**src/rtl/hazard_sequencer.sv**
```systemverilog
// Pipeline hazard sequencer: load-use stalls, branch flushes and a multi-cycle
// mul/div handshake with a watchdog, plus a saturating stall-cycle counter.
module hazard_sequencer #(
  parameter int MD_MAX_CYCLES = 34,
  parameter int CNT_W         = 16
) (
  input  logic             clk,
  input  logic             rst_n,
  input  logic [4:0]       Rs1D,
  input  logic [4:0]       Rs2D,
  input  logic [4:0]       RdE,
  input  logic             LoadE,
  input  logic             PCSrcE,
  input  logic             MdReqE,
  input  logic             MdDone,
  output logic             StallF,
  output logic             StallD,
  output logic             StallE,
  output logic             FlushD,
  output logic             FlushE,
  output logic             MdStart,
  output logic             MdTimeout,
  output logic [CNT_W-1:0] StallCount
);

  localparam int WD_W = $clog2(MD_MAX_CYCLES + 1);
  localparam logic [WD_W-1:0] WD_LIMIT = WD_W'(MD_MAX_CYCLES);
  localparam logic [WD_W-1:0] WD_ONE   = WD_W'(1);

  localparam logic RUN     = 1'b0;
  localparam logic MD_WAIT = 1'b1;

  logic             r_state;
  logic [WD_W-1:0]  r_wd_cnt;
  logic             r_timeout;
  logic [CNT_W-1:0] r_stall_cnt;

  logic             w_lw_stall;
  logic             w_next_state;
  logic [WD_W-1:0]  w_wd_next;
  logic             w_timeout_set;

  // Register 0 is hardwired zero, so a load targeting it never creates a hazard.
  assign w_lw_stall = LoadE && (RdE != 5'd0) && ((RdE == Rs1D) || (RdE == Rs2D));

  always_comb begin
    // NOTE: every combinational output gets a default first so no path leaves
    // it unassigned, which would otherwise infer a latch.
    StallF        = 1'b0;
    StallD        = 1'b0;
    StallE        = 1'b0;
    FlushD        = 1'b0;
    FlushE        = 1'b0;
    MdStart       = 1'b0;
    w_next_state  = r_state;
    w_wd_next     = r_wd_cnt;
    w_timeout_set = 1'b0;

    case (r_state)
      RUN: begin
        if (MdReqE) begin
          StallF       = 1'b1;
          StallD       = 1'b1;
          StallE       = 1'b1;
          MdStart      = 1'b1;
          w_next_state = MD_WAIT;
          w_wd_next    = WD_ONE;
        end else begin
          StallF = w_lw_stall;
          StallD = w_lw_stall;
          FlushD = PCSrcE;
          FlushE = w_lw_stall | PCSrcE;
        end
      end
      MD_WAIT: begin
        // A completing result wins over an expiring watchdog in the same cycle.
        if (MdDone) begin
          w_next_state = RUN;
          w_wd_next    = '0;
        end else if (r_wd_cnt == WD_LIMIT) begin
          w_next_state  = RUN;
          w_wd_next     = '0;
          w_timeout_set = 1'b1;
        end else begin
          StallF    = 1'b1;
          StallD    = 1'b1;
          StallE    = 1'b1;
          w_wd_next = r_wd_cnt + WD_ONE;
        end
      end
      default: begin
        w_next_state = RUN;
        w_wd_next    = '0;
      end
    endcase
  end

  // NOTE: sequential state uses non-blocking assignments so every register
  // samples pre-edge values regardless of statement order.
  always_ff @(posedge clk or negedge rst_n) begin
    if (!rst_n) begin
      r_state  <= RUN;
      r_wd_cnt <= '0;
    end else begin
      r_state  <= w_next_state;
      r_wd_cnt <= w_wd_next;
    end
  end

  always_ff @(posedge clk or negedge rst_n) begin
    if (!rst_n) begin
      r_timeout   <= 1'b0;
      r_stall_cnt <= '0;
    end else begin
      if (w_timeout_set) r_timeout <= 1'b1;
      if (StallF && (r_stall_cnt != '1)) r_stall_cnt <= r_stall_cnt + CNT_W'(1);
    end
  end

  assign MdTimeout  = r_timeout;
  assign StallCount = r_stall_cnt;

endmodule

```
**config.mk**
```make
export PLATFORM = sky130hd
export DESIGN_NAME = hazard_sequencer
export DESIGN_NICKNAME = d
export VERILOG_FILES = /design/src/rtl/hazard_sequencer.sv
export SDC_FILE = /design/constraint.sdc
export NUM_CORES = 1
export LEC_CHECK = 0
export ABC_AREA = 1
export BUFFER_PORTS_ARGS = -buffer_cell sky130_fd_sc_hd__buf_2
export CAP_MARGIN = 10
export CORE_MARGIN = 2
export CORE_UTILIZATION = 52
export CTS_BUF_LIST = sky130_fd_sc_hd__clkbuf_16
export CTS_CLUSTER_DIAMETER = 80
export DETAILED_ROUTE_END_ITERATION = 10
export PLACE_DENSITY_LB_ADDON = 0.3
export SKIP_CTS_REPAIR_TIMING = 1
export SYNTH_ARGS = -nofsm -noshare
export SYNTH_HDL_FRONTEND = slang
export SYNTH_SLANG_ARGS = --single-unit
```
**constraint.sdc**
```tcl
create_clock -name clk -period 2.2 [get_ports clk]
set_input_delay 0.44 -clock clk [delete_from_list [all_inputs] [get_ports clk]]
set_output_delay 0.44 -clock clk [all_outputs]
set_load 0.02 [all_outputs]
```
==> metrics.yaml, run 1 <==
gp_congestion: 0.808
power.density_nw_per_um2: 713
p_sw_mw: 0.460
total_power_mw: 1.34
period_minus_slack_ps: 2020
worstPathRequired_ps: 1760
design.core.area_um2: 2810
first_pass_iters: 4
maxCapViolCount: 0
start_util_pct: 56.1
setup_tns_ps: 0
wl_per_cell_um: 11.1
root_buffer: "clkbuf_16"
synth_seq_area_share_pct: 38.2
clk_latency_ps: 260
crit_chain: "nor3_1 > nand3_1 > a21oi_2 > nand2_2 > buf_2"
hpwl_mm: 2.44
cts_max_level: 1
critPathSlowestCell: "dfrtp_1"
clock.fmax_ghz: 0.494
worstPathMaxFanout: 10
power.leakage_nw: 1.05
drive_gt1_share_pct: 23.0
vdd_drop_max_mv: 0.498
synth_nets: 241
nFillCells: 246
internal-power_mw: 0.884
yosysTopAreaCellShare_pct: 38.2
p_seq_share_pct: 42.2
fin_nets: 286
finalSetupViolCount: 0
worst_slew_pin_slew_ps: 527
grt_pass1_vias: 1362
insertedDiodeCount: 0
grt_pass1_wl_mm: 5.74
ioPinCount: 44
status: "finished clean"
clkTransAtPathRegs_ps: 60
start_kind: "register"
holdCritPathClass: "in2async"
drtAntennaViolNets: 0
drtIter0Drc: 91
layout-area-overhead-vs-synth_pct: 19.9
viasPerCell: 5.14
avgSynthCellArea_um2: 7.25
synthTopCellsByArea: "dfrtp_1, nand2_1, nand3_1, xor2_1, inv_1"
rsz0062_at_grt: "no"
drc_errors: 0
max_slew_margin_pct: 64.8
die_h_um: 59.0
cts_buffer_depth: 2
ys_types: 26
synth_seq_cells: 24
numCtsBuffers: 3
clock_sinks: 24
max_stage_delay_ps: 420
combPwrFrac_pct: 28.6
fp.dieArea_um2: 3480
wl_mm: 3.23
cp.arrival_ps: 1580
p_sw_share_pct: 34.2
hold_viol_final: 0
grtUsageTotal_pct: 21.4
antenna_found_initial: 0
setup_ws_ps: 176
fin_skew_ps: 2.93
die_w_um: 59.0
num_rows: 19
io_buffers: 43
slew_violations: 0
vias: 1500
dp_slack_ps: 330
cp-end-kind: "output pin"
p_clk_share_pct: 29.2
final_min_period_over_clock_period_pct: 92.0
cts_tree: "done"
synth.cell_area_um2: 1570
ys_warn_count: 0
synth_largest_area_cell: "dfrtp_1"
critPathKind: "reg2out"
grt_max_degree: 25
overflow: 0
multiInputGateArea_um2: 843
seq_area_um2: 601
synthCells: 217
critical path: cells and delay by family, from the launching register on:
kind,cells,cell delay [ps]
flip-flops,1,420
AO/OA/AOI/OAI,1,200
buffers and inverters,1,200
AND/OR/NAND/NOR,3,520
layout make-up:
type,count,area share (%)
Multi-Input combinational cell,162,44.7
Timing Repair Buffer,44,11.8
Inverter,27,5.37
Tap cell,31,2.06
Clock inverter,1,0.199
Clock buffer,3,3.98
Sequential cell,24,31.9
layout by cell type (no fill, tap or decap), drive strengths merged:
| master | netlist | layout |
|---|---|---|
| nand2 | 74 | 74 |
| buf | 4 | 44 |
| nand3 | 27 | 27 |
| inv | 26 | 26 |
| dfrtp | 24 | 24 |
| nor2 | 18 | 18 |
| xor2 | 11 | 11 |
| xnor2 | 8 | 8 |
| nor3 | 6 | 6 |
| o21ai | 4 | 4 |
| a21oi | 4 | 4 |
| nand4 | 3 | 3 |
| ha | 3 | 3 |
| clkbuf | 0 | 3 |
| clkinv | 1 | 2 |
| o22ai | 2 | 2 |
| o31ai | 1 | 1 |
| nor4 | 1 | 1 |
worst paths after layout:
path	startpoint	to	slack (ps)	depth (start not counted)
setup / recovery	r_wd_cnt[2]	StallD	180	5
hold reg to reg	MdTimeout	MdTimeout	500	2
min in group clk	MdDone	MdTimeout	390	2
hold / removal	rst_n	r_wd_cnt[2]	160	1
setup reg to reg	StallCount[0]	StallCount[9]	330	9
max in group asynchronous	rst_n	r_state	1690	1
routing by layer:
layer  vias up  part of all wire [%]  global-route usage, %  wire (um)
met1       679                    48                   28.3       1560
li1        776                     -                      -          -
met3         4                   4.2                   2.84        136
met5         -                     0                      0          0
met4         0                   1.5                   8.77         50
met2        41                    46                   35.2       1480
per-stage QoR:
stage | util, % | instance area, um2 | cells | hold slack, ps
after global routing | 67.2 | 1890 | 292 | 201
after floorplan | - | 1570 | 217 | 144
after CTS | 67.1 | 1880 | 292 | 180
after detailed placement | 64.3 | 1800 | 288 | 452
final | 67.2 | 1890 | 292 | 159
after global placement | 64.3 | 1800 | 288 | 447
synth_stat cells (all sizes together):
master	n
a21oi	4
buf	4
clkinv	1
dfrtp	24
ha	3
inv	26
nand2	74
nand3	27
nand4	3
nor2	18
nor3	6
nor4	1
o21ai	4
o22ai	2
o31ai	1
xnor2	8
xor2	11
logic make-up (layout without fill, tap and decap cells):
| family | count (synthesis) | in the layout | share of synthesized area, % |
|---|---|---|---|
| buf+inv | 31 | 75 | 8.43 |
| simple gates | 129 | 129 | 36.6 |
| fa+ha+maj | 3 | 3 | 2.39 |
| compound gates | 11 | 11 | 3.82 |
| flops | 24 | 24 | 38.2 |
| xor+xnor | 19 | 19 | 10.6 |
power groups by stage:
stage / registers (mW) / clock network, mW / logic, mW
2_1_floorplan: 0.617 / 0 / 0.222
3_3_place_gp: 0.573 / 0 / 0.380
3_5_place_dp: 0.575 / 0 / 0.387
4_1_cts: 0.568 / 0.401 / 0.387
5_1_grt: 0.577 / 0.421 / 0.431
6_report: 0.568 / 0.392 / 0.384
flip-flops by register name, indices dropped and copies added (netlist names):
name and count:
StallCount 16, r_wd_cnt 6, MdTimeout 1, r_state 1
Note: power is estimated with default switching activity, not from simulation.
==> inputs of run 2 (changes only) <==
--- a/config.mk
+++ b/config.mk
@@ -6,13 +6,14 @@
 export NUM_CORES = 1
 export LEC_CHECK = 0
 export ABC_AREA = 1
-export BUFFER_PORTS_ARGS = -buffer_cell sky130_fd_sc_hd__buf_2
+export BUFFER_PORTS_ARGS = -buffer_cell sky130_fd_sc_hd__clkbuf_2
 export CAP_MARGIN = 10
 export CORE_MARGIN = 2
 export CORE_UTILIZATION = 52
 export CTS_BUF_LIST = sky130_fd_sc_hd__clkbuf_16
 export CTS_CLUSTER_DIAMETER = 80
 export DETAILED_ROUTE_END_ITERATION = 10
+export HOLD_SLACK_MARGIN = 0.06
 export PLACE_DENSITY_LB_ADDON = 0.3
 export SKIP_CTS_REPAIR_TIMING = 1
 export SYNTH_ARGS = -nofsm -noshare
==> run 2 against run 1 <==
- combinational power barely moved
- clock skew grew 2.6 ps
- clock power shrank 2%
- global-route usage increased by 0.072 points
- critical path depth grew 1
- core utilization shrank 0.13 points
- hold slack gained 23 ps
- flip-flop and latch count unchanged
- largest cell class unchanged
- highest routed layer unchanged
==> metrics.yaml, run 2 (synthesis results as in run 1) <==
grt.met2_usage_pct: 36.2  # was 35.2%
final_common_cell: "nand2_1"  # unchanged
worstPathMaxFanout: 10  # unchanged
overflow: 0  # unchanged
cts_max_level: 1  # unchanged
reg2reg_from: "StallCount[0]"  # unchanged
die_h_um: 59.0  # unchanged
nFillCells: 237  # was 246
finalSetupViolCount: 0  # unchanged
start_kind: "register"  # unchanged
crit_chain: "inv_1 > ha_1 > nand3_1 > a21oi_2 > nand2_2 > clkbuf_2"  # was nor3_1 > nand3_1 > a21oi_2 > nand2_2 > buf_2
drtIter0Drc: 48  # was 91
clock_sinks: 24  # unchanged
fp.dieArea_um2: 3480  # unchanged
cp.arrival_ps: 1580  # about the same
gp_congestion: 0.806  # was 0.808
vias: 1448  # was 1,500
place_area_um2: 1800  # unchanged
first_pass_iters: 4  # unchanged
maxCapViolCount: 0  # unchanged
worst-r2r-setup-slack_ps: 320  # was 330 ps
grt_max_degree: 25  # unchanged
start_util_pct: 56.1  # unchanged
setup_tns_ps: 0  # unchanged
worstPathRequired_ps: 1760  # about the same
final_util_pct: 67.1  # was 67.2%
max_slew_margin_pct: 59.7  # was 64.8%
vdd_drop_max_mv: 0.519  # was 0.498 mV
critPathSlowestCell: "dfrtp_1"  # unchanged
wl_per_cell_um: 11.1  # about the same
ioPinCount: 44  # unchanged
total_power_mw: 1.34  # about the same
multiInputGateArea_um2: 843  # unchanged
grt_use_met1_pct: 28.7  # was 28.3%
clk_latency_ps: 260  # about the same
design.core.area_um2: 2810  # unchanged
numCtsBuffers: 3  # unchanged
cts_tree: "done"  # unchanged
stdcell_area_um2: 1880  # was 1890 um2
holdCritPathClass: "in2async"  # unchanged
critPathKind: "reg2out"  # unchanged
period_minus_slack_ps: 2020  # about the same
worst_slew_pin_slew_ps: 604  # was 527 ps
grt_use_met3_pct: 2.62  # was 2.84%
seq_area_um2: 601  # unchanged
largest_reg_flops: 16  # unchanged
drtAntennaViolNets: 0  # unchanged
fin_skew_ps: 5.54  # was 2.93 ps
io_buffers: 43  # unchanged
die_w_um: 59.0  # unchanged
status: "finished clean"  # unchanged
max_stage_delay_ps: 400  # was 420 ps
drc_errors: 0  # unchanged
grt_pass1_vias: 1372  # was 1,362
fin_nets: 286  # unchanged
hpwl_mm: 2.41  # was 2.44 mm
cts_buffer_depth: 2  # unchanged
cp-end-kind: "output pin"  # unchanged
layout-area-overhead-vs-synth_pct: 19.6  # was 19.9%
dp_slack_ps: 342  # was 330 ps
power.leakage_nw: 1.04  # was 1.05 nW
clock.fmax_ghz: 0.495  # was 0.494 GHz
setup_ws_ps: 181  # was 176 ps
final_min_period_over_clock_period_pct: 91.8  # was 92.0%
r2r-end: "StallCount[15]"  # was StallCount[9]
antenna_found_initial: 0  # unchanged
wl_mm: 3.24  # was 3.23 mm
grt_pass1_wl_mm: 5.75  # was 5.74 mm
num_rows: 19  # unchanged
worstSetupEndpoint: "StallD"  # unchanged
reg2reg_depth: 9  # unchanged
final_cell_mix: "nand2_1, clkbuf_2, nand3_1, dfrtp_1, inv_1"  # was nand2_1, buf_2, nand3_1, dfrtp_1, inv_1
slew_violations: 0  # unchanged
clkTransAtPathRegs_ps: 60  # about the same
grtUsageTotal_pct: 21.4  # about the same
rsz0062_at_grt: "no"  # unchanged
insertedDiodeCount: 0  # unchanged
drive_gt1_share_pct: 23.1  # was 23.0%
grt_busiest_layer: "met2"  # unchanged
root_buffer: "clkbuf_16"  # unchanged
critPathLaunch: "r_wd_cnt[0]"  # was r_wd_cnt[2]
hold_viol_final: 0  # unchanged
power.density_nw_per_um2: 712  # was 713 nW/um2
viasPerCell: 4.98  # was 5.14
[run 2: changes by cell type in the layout (fill, tap and decap cells not counted), sizes merged]
cell	change
clkinv	-1
buf	-43
clkbuf	+43
[run 2: power by group]
part           internal (mW)  switching [mW]
combinational          0.144           0.244
sequential             0.497          0.0709
clock                  0.240           0.143
[run 2: critical path, delay by kind of cell (launching register included)]
kind | cells | cell delay, ps
fa+ha+maj | 1 | 160
simple gates | 2 | 290
flops | 1 | 400
compound gates | 1 | 200
buf+inv | 2 | 270
[run 2: through the flow]
step / instances / hold WS [ps]
floorplan: 217 / 144
global route: 291 / 239
global placement: 288 / 458
CTS: 291 / 210
detailed placement: 288 / 457
finish: 291 / 182
[run 2: final cells by class]
| type | count | area share, % |
|---|---|---|
| clock buffers | 3 | 3.99 |
| repair buffers | 44 | 11.8 |
| flip-flops and latches | 24 | 31.9 |
| inverters | 27 | 5.39 |
| multi-input cells | 162 | 44.8 |
| well taps | 31 | 2.06 |
[run 2: how the worst min path moves through the flow]
stage                   start             end  cells past startpoint
finish                  rst_n  StallCount[14]                      1
global route            rst_n     r_wd_cnt[2]                      1
CTS                     rst_n  StallCount[14]                      1
detailed placement  MdTimeout       MdTimeout                      2
global placement    MdTimeout       MdTimeout                      2
floorplan               rst_n       MdTimeout                      0
[run 2: metal layers]
layer	share of wire, %	vias up	wire (um)
li1	-	777	-
met1	50	634	1600
met2	46	32	1480
met3	3.3	5	108
met4	1.4	0	45
met5	0	-	0
